File: src/rtl/serial_subtractor_pkg.sv
// ---------------------------------------------------------------------------
// serial_subtractor_pkg
// Shared definitions for the bit-serial subtractor:
//   - state_t       : two-state sequencer encoding (S_IDLE / S_SHIFT)
//   - DEFAULT_WIDTH : default operand/result width
//   - count_width() : width of the bit counter, clog2(width) with a 1-bit floor
// ---------------------------------------------------------------------------
package serial_subtractor_pkg;

   localparam int DEFAULT_WIDTH = 8;

   typedef enum logic {
      S_IDLE  = 1'b0,
      S_SHIFT = 1'b1
   } state_t;

   function automatic int count_width(input int width);
      return ($clog2(width) < 1) ? 1 : $clog2(width);
   endfunction

endpackage

File: src/rtl/serial_subtractor_full_sub_cell.sv
// ---------------------------------------------------------------------------
// full_sub_cell
// Purely combinational 1-bit full subtractor, computing a - b - c.
// Built as two 8:1 multiplexers selected by {a,b,c}; the constant data
// inputs are the truth tables of the two outputs.
// Ports:
//   a  in  1  minuend bit
//   b  in  1  subtrahend bit
//   c  in  1  borrow in
//   d  out 1  difference bit   (minterms 1,2,4,7)
//   bo out 1  borrow out       (minterms 1,2,3,7)
// ---------------------------------------------------------------------------
module full_sub_cell (
   input  logic a,
   input  logic b,
   input  logic c,
   output logic d,
   output logic bo
);

   // Bit i of each table is the mux data input selected when {a,b,c} == i.
   localparam logic [7:0] D_TABLE  = 8'b1001_0110;
   localparam logic [7:0] BO_TABLE = 8'b1000_1110;

   logic [2:0] sel;

   assign sel = {a, b, c};
   assign d   = D_TABLE[sel];
   assign bo  = BO_TABLE[sel];

endmodule

File: src/rtl/serial_subtractor.sv
// ---------------------------------------------------------------------------
// serial_subtractor
// Bit-serial WIDTH-bit subtractor, diff = a_in - b_in, processed LSB first
// through a single full_sub_cell with the borrow fed back through a register.
// A result takes WIDTH cycles after the accepting edge.
// Ports:
//   clk        in  1      rising-edge clock
//   rst        in  1      synchronous active-high reset (beats start)
//   start      in  1      request, sampled only while idle
//   a_in       in  WIDTH  minuend, captured on an accepted start
//   b_in       in  WIDTH  subtrahend, captured on an accepted start
//   busy       out 1      high while bits are being processed
//   done       out 1      one-cycle pulse, result valid
//   diff       out WIDTH  a_in - b_in mod 2^WIDTH
//   borrow_out out 1      final borrow (a_in < b_in unsigned)
//   overflow   out 1      two's-complement overflow of the subtraction
//
// Handshake: start is a request that is accepted on any rising edge where
// the block is idle (busy=0), including the cycle in which done is high.
// A start while busy is dropped, not queued, and a_in/b_in are not looked
// at again until the next accepted start. done pulses for one cycle when
// diff/borrow_out/overflow are valid; diff shifts partial results while
// busy, so downstream logic should sample it on done.
// ---------------------------------------------------------------------------
module serial_subtractor
   import serial_subtractor_pkg::*;
#(
   parameter int WIDTH = DEFAULT_WIDTH
) (
   input  logic             clk,
   input  logic             rst,
   input  logic             start,
   input  logic [WIDTH-1:0] a_in,
   input  logic [WIDTH-1:0] b_in,
   output logic             busy,
   output logic             done,
   output logic [WIDTH-1:0] diff,
   output logic             borrow_out,
   output logic             overflow
);

   localparam int             CW   = count_width(WIDTH);
   localparam logic [CW-1:0]  LAST = CW'(WIDTH - 1);

   state_t            state_q;
   state_t            state_d;
   logic [WIDTH-1:0]  a_sr;
   logic [WIDTH-1:0]  b_sr;
   logic              brw_q;
   logic [CW-1:0]     count;
   logic              a_msb;
   logic              b_msb;
   logic              cell_d;
   logic              cell_bo;
   logic              last_bit;

   full_sub_cell u_cell (
      .a  (a_sr[0]),
      .b  (b_sr[0]),
      .c  (brw_q),
      .d  (cell_d),
      .bo (cell_bo)
   );

   assign last_bit = (count == LAST);

   // State register
   always_ff @(posedge clk) begin
      if (rst) begin
         state_q <= S_IDLE;
      end else begin
         state_q <= state_d;
      end
   end

   // Next-state logic
   always_comb begin
      state_d = state_q;
      case (state_q)
         S_IDLE:  if (start)    state_d = S_SHIFT;
         S_SHIFT: if (last_bit) state_d = S_IDLE;
         default:               state_d = S_IDLE;
      endcase
   end

   // Datapath: operand shifters, borrow feedback, counter, result registers
   always_ff @(posedge clk) begin
      if (rst) begin
         a_sr       <= '0;
         b_sr       <= '0;
         brw_q      <= 1'b0;
         count      <= '0;
         a_msb      <= 1'b0;
         b_msb      <= 1'b0;
         busy       <= 1'b0;
         done       <= 1'b0;
         diff       <= '0;
         borrow_out <= 1'b0;
         overflow   <= 1'b0;
      end else begin
         done <= 1'b0;
         case (state_q)
            S_IDLE: begin
               if (start) begin
                  a_sr  <= a_in;
                  b_sr  <= b_in;
                  a_msb <= a_in[WIDTH-1];
                  b_msb <= b_in[WIDTH-1];
                  brw_q <= 1'b0;
                  count <= '0;
                  busy  <= 1'b1;
               end
            end
            S_SHIFT: begin
               diff  <= {cell_d, diff[WIDTH-1:1]};
               a_sr  <= a_sr >> 1;
               b_sr  <= b_sr >> 1;
               brw_q <= cell_bo;
               count <= count + CW'(1);
               if (last_bit) begin
                  // cell_d here is the result MSB; overflow is only possible
                  // when the operand signs differ and the result sign flips
                  // away from the minuend's sign.
                  borrow_out <= cell_bo;
                  overflow   <= (a_msb != b_msb) & (cell_d != a_msb);
                  busy       <= 1'b0;
                  done       <= 1'b1;
                  count      <= '0;
               end
            end
            default: ;
         endcase
      end
   end

endmodule

File: config.mk
export PLATFORM = sky130hd
export DESIGN_NAME = serial_subtractor
export DESIGN_NICKNAME = d
export VERILOG_FILES = /design/src/rtl/serial_subtractor_pkg.sv /design/src/rtl/serial_subtractor_full_sub_cell.sv /design/src/rtl/serial_subtractor.sv
export SDC_FILE = /design/constraint.sdc
export NUM_CORES = 1
export LEC_CHECK = 0
export ABC_AREA = 1
export BUFFER_PORTS_ARGS = -buffer_cell sky130_fd_sc_hd__buf_2
export CAP_MARGIN = 15
export CORE_ASPECT_RATIO = 0.9
export CORE_MARGIN = 2
export CORE_UTILIZATION = 30
export CTS_CLUSTER_DIAMETER = 40
export CTS_CLUSTER_SIZE = 25
export DETAILED_ROUTE_END_ITERATION = 16
export PLACE_DENSITY = 0.57
export SYNTH_ARGS = -nofsm -noshare
export SYNTH_HDL_FRONTEND = slang
export SYNTH_SLANG_ARGS = --single-unit
File: constraint.sdc
create_clock -name clk -period 4.1 [get_ports clk]
set_input_delay 0.205 -clock clk [delete_from_list [all_inputs] [get_ports clk]]
set_output_delay 0.205 -clock clk [all_outputs]
set_load 0.1 [all_outputs]
* Word-level counts from Yosys, hierarchy flattened
Memories as Yosys holds them, arrays and structs flattened. A register that Yosys moved wholly into a read port is not among the register bits.
Index checks and enable logic that the tools add are counted.
** Operators by class
- $add $sub $neg :: 1
- Magnitude comparators :: 1
- Eq/ne operators :: 5
- Mux-type cells :: 22
- Bitwise operators :: 2
- Reduce and logical (&&, ||, !) cells :: 4
** Operators by type and width (count)
- $pmux W8 S2 :: 2
- $mux W3 :: 6
- $mux W8 :: 2
- $mux W1 :: 8
- $pmux W1 S2 :: 3
- $pmux W3 S2 :: 1
- $reduce_and A2 Y1 :: 3
- $lt A3 B4 Y1 const B :: 1
- $add A3 B1 Y3 const B :: 1
- $eq A3 B3 Y1 const B :: 1
- $ne A1 B1 Y1 :: 2
- $ne A2 B1 Y1 const B :: 1
- $ne A2 B2 Y1 const B :: 1
- $reduce_or A2 Y1 :: 1
- $and A1 B1 Y1 :: 1
- $not A1 Y1 :: 1
** Word-level totals
- Register bits after elaboration :: 35
- Bits in read-only memories :: 16
- Input bits :: 19
- Output and inout bits :: 12
- Word-level logic and storage cells :: 49
- Memories kept :: 2
** Memory list
- (name not given) :: depth 8, bits a word 1, read ports 1, clocked after Yosys merged registers in 1, wr ports 0, RTL line serial_subtractor_full_sub_cell.sv:28 : assign d = D_TABLE[sel];
- (name not given) :: depth 8, bits a word 1, read ports 1, clocked after Yosys merged registers in 1, wr ports 0, RTL line serial_subtractor_full_sub_cell.sv:29 : assign bo = BO_TABLE[sel];

* Longest topological paths before layout
Gate-level depths: netlist of run 1.
- Depth in word-level cells :: 5
- Mapped depth :: 10
- Mapped depth without buffers :: 10

* By module
Synthesis of run 1 repeated with hierarchy kept, for this count alone.
** Second synthesis, totals
- Cell total of the unflattened synthesis :: 215
- Area, all modules :: 1531.5 µm²
** Modules (own cells, without submodules)
- serial_subtractor :: instances 1, cells an instance 204, area each 1471.4 µm², seq. area each 700.7 µm²
- full_sub_cell :: instances 1, cells an instance 11, area each 60.1 µm², seq. area each 0.0 µm²

* Worst setup path after synthesis of run 1
No wires, ideal clock.
- Path kind :: register to register
- From :: register state_q
- To :: register cell_d (netlist name)
- Library setup time :: 112 ps
- Arrival :: 1238 ps
- Data required time :: 3988 ps
- Path slack :: 2750 ps
- Cell stages (with the launch flop) :: 10
- Buffers on the path :: 1
- Period minus slack after synthesis :: 1350 ps
- Cells stage by stage :: dfxtp_1 > nor2_1 > buf_4 > nand2_1 > nand3_1 > nand2_1 > ha_1 > inv_1 > nand3_1 > nand2_1
** RTL lines
- start, declared :: RTL line serial_subtractor.sv:45 : state_t state_q;
- start signal, assigned :: RTL line serial_subtractor.sv:72 : state_q <= state_d;

==> flow_summary.ini, run 1 <==
[power_and_ir_drop]
clkPwrFrac_pct = 34.6
p_total_uw = 798
ir_drop_uv = 247
cellLeakagePower_uw = 0.000984
power.internal_uw = 565
swShare_pct = 29.2
switchingPower_uw = 233
pwr-share-seq_pct = 49.2
combPwrFrac_pct = 16.2
power_density_nw_per_um2 = 440

[finish]
layout_common_cells = 77 x nand2_1, 37 x dfxtp_1, 30 x buf_2
layout.cells.most_common = nand2_1
antennaDiodeCount = 0
drive_above_1_share_pct = 18.8
layout.nets = 267
syn2layout_area_growth_pct = 18.7
final_cells = 310

[clocking]
cts_root_buf = clkbuf_8
cts_inserted_buffers = 5
post_cts_buffers = 0
cts_resized = 0
clkTransAtPathRegs_ns = 0.07
clockBufferDepth = 2
cts_tree = built
holdBufCountCts = 0
insertion_delay_ns = 0.28
ctsHtreeMaxLevel = 2
cts.sinks = 37

[worst_setup_path]
crit_type = reg2reg
start_kind = flop
cp.arrival_ns = 1.82
path_max_fanout = 29
required_ns = 4.28
cp-end-kind = flop

[synth]
yosys_warnings = 0
yosysTopAreaCell = dfxtp_1
syn_area_um2 = 1530
synth_seq_cells = 37
ys_seq_area_share_pct = 48.5
synth_top_area_share_pct = 48.5
synth_area_leaders = dfxtp_1 48%, nand2_1 19%, nand3_1 6.2%, inv_1 5.4%, nor2_1 5.2%
synth_cells = 214
syn_avg_cell_area_um2 = 7.14
synth_fp_nets = 237
synth.distinct_cells = 15

[global_route]
grt_max_degree = 30
grt-ovfl-total = 0
grt_pass1_vias = 1291
antenna_found_initial = 0
grt_pass1_wl_um = 5430
grt_usage_pct = 12.0

[sta]
drv_slew = 0
period_minus_slack_ns = 1.64
max_freq_mhz = 609
worst_pin_slew_ns = 0.489
post-route-period-util_pct = 40.0
finalSetupViolCount = 0
slew_headroom_pct = 67.6
fin_tns_setup_ns = 0
hold_viol = 0
rsz0062_at_grt = false
finClkSkew_ns = 0.00202
whs_ns = 0.199
fin_ws_ns = 2.46

[die]
pin_count = 31
die_x_um = 79.2
die-area_um2 = 5680
core.rowCount = 24
core_um2 = 4860
start_util_pct = 31.4
fp.dieH_um = 71.7

[detailed_routing]
firstDrtPassIters = 4
via_per_inst = 4.24
routedWlPerCell_um = 9.88
route.detailed.drc = 0
drt_iter0_drc = 67
vias = 1313
totalWireLength_um = 3060
ant_nets = 0

[place]
io_buffers = 30
dpl.hpwl_um = 2160
dp_cells = 302
gp_congestion = 0.757
dp_slack_ns = 2.47

[run]
maxCapViolations = 0

[run_status]
status = completed

[hold_path]
worstHoldPathType = in2reg
-- worst max-delay path: stages (launching register included) --
cell and delay, ns:
dfxtp_1 0.32, buf_4 0.23, nor2_1 0.26, nand2_1 0.09
nand3_1 0.09, nand2_1 0.09, ha_1 0.30, inv_1 0.04
nand3_1 0.07, nand2_1 0.06
-- power groups by stage --
| stage | Combinational [µW] | Sequential (µW) | Clock (µW) |
|---|---|---|---|
| global placement | 130 | 401 | 0 |
| detailed placement | 131 | 400 | 0 |
| finish | 129 | 392 | 276 |
| global route | 143 | 395 | 303 |
| CTS | 131 | 392 | 285 |
| floorplan | 58.5 | 447 | 0 |
-- layout make-up --
class / instances / area (µm²)
Fill cell: 552 / 3050
Timing Repair Buffer: 33 / 173
Sequential cell: 37 / 741
Inverter: 24 / 90.1
Clock buffer: 7 / 96.3
Tap cell: 65 / 81.3
Multi-Input combinational cell: 143 / 627
Clock inverter: 1 / 5.00
-- kinds of logic after synthesis --
group / synth area share, %
DFF: 48.5
AOI/OAI and AO/OA: 6.22
buffers and inverters: 10.5
and+or+nand+nor: 31.5
adders and majority gates: 3.28
-- final timing paths --
path | slack [ns] | to | depth (start not counted) | from
hold reg to reg | 0.47 | a_msb | 2 | a_msb
hold / removal | 0.20 | a_sr[4] | 5 | a_in[4]
setup / recovery | 2.46 | cell_d | 9 | state_q
setup reg to reg | 2.46 | cell_d | 9 | state_q
-- routing by layer --
layer | global-route usage, % | part of all wire, %
met4 | 4.02 | 0.98
met2 | 19.7 | 44
met3 | 3.15 | 4.2
met5 | 0 | 0
met1 | 15.5 | 51
-- synth_stat cells --
cell type,number
a21oi_1,8
buf_2,5
buf_4,4
buf_8,1
dfxtp_1,37
ha_1,4
inv_1,22
inv_2,2
nand2_1,77
nand2_2,2
nand3_1,19
nor2_1,21
nor2_2,1
o21ai_0,1
o21ai_1,10
-- through the flow --
step | cell area [µm²] | utilization, %
global route | 1810 | 37.3
global placement | 1710 | 35.2
floorplan | 1530 | -
finish | 1810 | 37.3
detailed placement | 1710 | 35.2
CTS | 1810 | 37.3
-- sequential cells by signal, indices dropped and copies added, names as in the netlist, 3 cells and up --
signal,cells
a_sr,8
b_sr,8
diff,8
count,3
(Power assumes the default switching activity.)
==> run 2, diff against run 1 <==
- clock period: 4.1 -> 1.68 ns (I/O delays scaled with it)
==> run 2 against run 1 <==
  * Utilization grew 0.31 points
  * Combinational power is 150% higher
  * Setup slack got worse by 2.2 ns
  * Global-route usage is 0.67 points higher
  * Sequential share of layout area down 0.34 points
  * Power grew 150%
  * Register-to-register slack worse by 2.2 ns
  * Die area did not move
  * Clock power rose by 150%
  * Highest routed layer unchanged
  * Critical path type unchanged
  * Hold slack lost 0.12 ns
  * Critical endpoint unchanged
==> flow_summary.ini, run 2 (synthesis gave the netlist of run 1 again) <==
[run_status]
status = completed

[clocking]
clockBufferDepth = 2
cts_tree = built
post_cts_buffers = 0
cts_root_buf = clkbuf_8
holdBufCountCts = 0
cts_resized = 0
cts.sinks = 37
cts_inserted_buffers = 5
clkTransAtPathRegs_ns = 0.07
insertion_delay_ns = 0.28
ctsHtreeMaxLevel = 2

[sta]
finClkSkew_ns = 0.00236
slew_headroom_pct = 67.5
max_freq_mhz = 695
rsz0062_at_grt = false
fin_tns_setup_ns = 0
finalSetupViolCount = 0
post-route-period-util_pct = 85.7
worst_pin_slew_ns = 0.491
period_minus_slack_ns = 1.44
drv_slew = 0
hold_viol = 0

[die]
pin_count = 31
fp.dieH_um = 71.7
die-area_um2 = 5680
start_util_pct = 31.4
core_um2 = 4860
die_x_um = 79.2
core.rowCount = 24

[detailed_routing]
route.detailed.drc = 0
totalWireLength_um = 3140
routedWlPerCell_um = 10.1
drt_iter0_drc = 66
ant_nets = 0
via_per_inst = 4.22
vias = 1318
firstDrtPassIters = 4

[finish]
antennaDiodeCount = 0
final_cells = 312
drive_above_1_share_pct = 19.4
syn2layout_area_growth_pct = 19.7
layout.cells.most_common = nand2_1
layout_common_cells = 77 x nand2_1, 37 x dfxtp_1, 30 x buf_2
layout.nets = 269
fin_area_um2 = 1830
reg_top3 = a_sr (8), b_sr (8), diff (8)

[power_and_ir_drop]
cellLeakagePower_uw = 0.000995
p_total_uw = 1960
power_density_nw_per_um2 = 1070
ir_drop_uv = 643

[worst_setup_path]
required_ns = 1.86
cp-end-kind = flop
path_max_fanout = 5
cp.arrival_ns = 1.62
start_kind = flop
crit_type = reg2reg

[place]
place_area_um2 = 1730
dpl.hpwl_um = 2210
dp_cells = 304
gp_congestion = 0.791
io_buffers = 30

[global_route]
grt-ovfl-total = 0
grt_max_degree = 28
antenna_found_initial = 0
grt_pass1_wl_um = 5640
grt_pass1_vias = 1354
grt_usage_pct = 12.7

[run]
maxCapViolations = 0

[hold_path]
worstHoldPathType = in2reg
run 2: cell type report:
cell class	count	area [µm²]
Fill cell	553	3040
Sequential cell	37	741
Multi-Input combinational cell	143	627
Timing Repair Buffer	35	188
Clock buffer	7	96.3
Inverter	24	90.1
Tap cell	65	81.3
Clock inverter	1	5.00
run 2: path summary, 6_finish.rpt:
path / slack, ns / from / cells past startpoint / end
worst min-delay path: 0.08 / a_in[5] / 5 / a_sr[5]
worst min register to register: 0.47 / a_sr[7] / 2 / a_sr[7]
worst max register to register: 0.24 / state_q / 8 / cell_d
worst max-delay path: 0.24 / state_q / 8 / cell_d
run 2: routing by layer:
layer  GRT usage, %  wire length (µm)
met2           20.9              1400
met1           15.4              1550
met4           6.13                49
met5              0                 0
met3           3.53               142
run 2: critical path, stage by stage (launching register included):
cell and delay [ns]:
dfxtp_1 0.34, nor2_1 0.28, nand2_1 0.09, nand3_1 0.09, nand2_1 0.08, ha_1 0.30
inv_1 0.04, nand3_1 0.07, nand2_1 0.06
run 2: through the flow:
step                      setup WS [ns]  util, %  hold WS, ns
after global placement            0.287     35.5        0.372
after floorplan                   0.330        -        0.249
after CTS                         0.230     37.6       0.0670
after global routing             0.0626     37.6       0.0982
after detailed placement          0.249     35.5        0.367
final                             0.240     37.6       0.0763
run 2: where the power goes:
part           switching (µW)  leakage [µW]  internal [µW]
Sequential               29.4      0.000304            930
Combinational             236      0.000637           83.2
Clock                     306     0.0000542            371
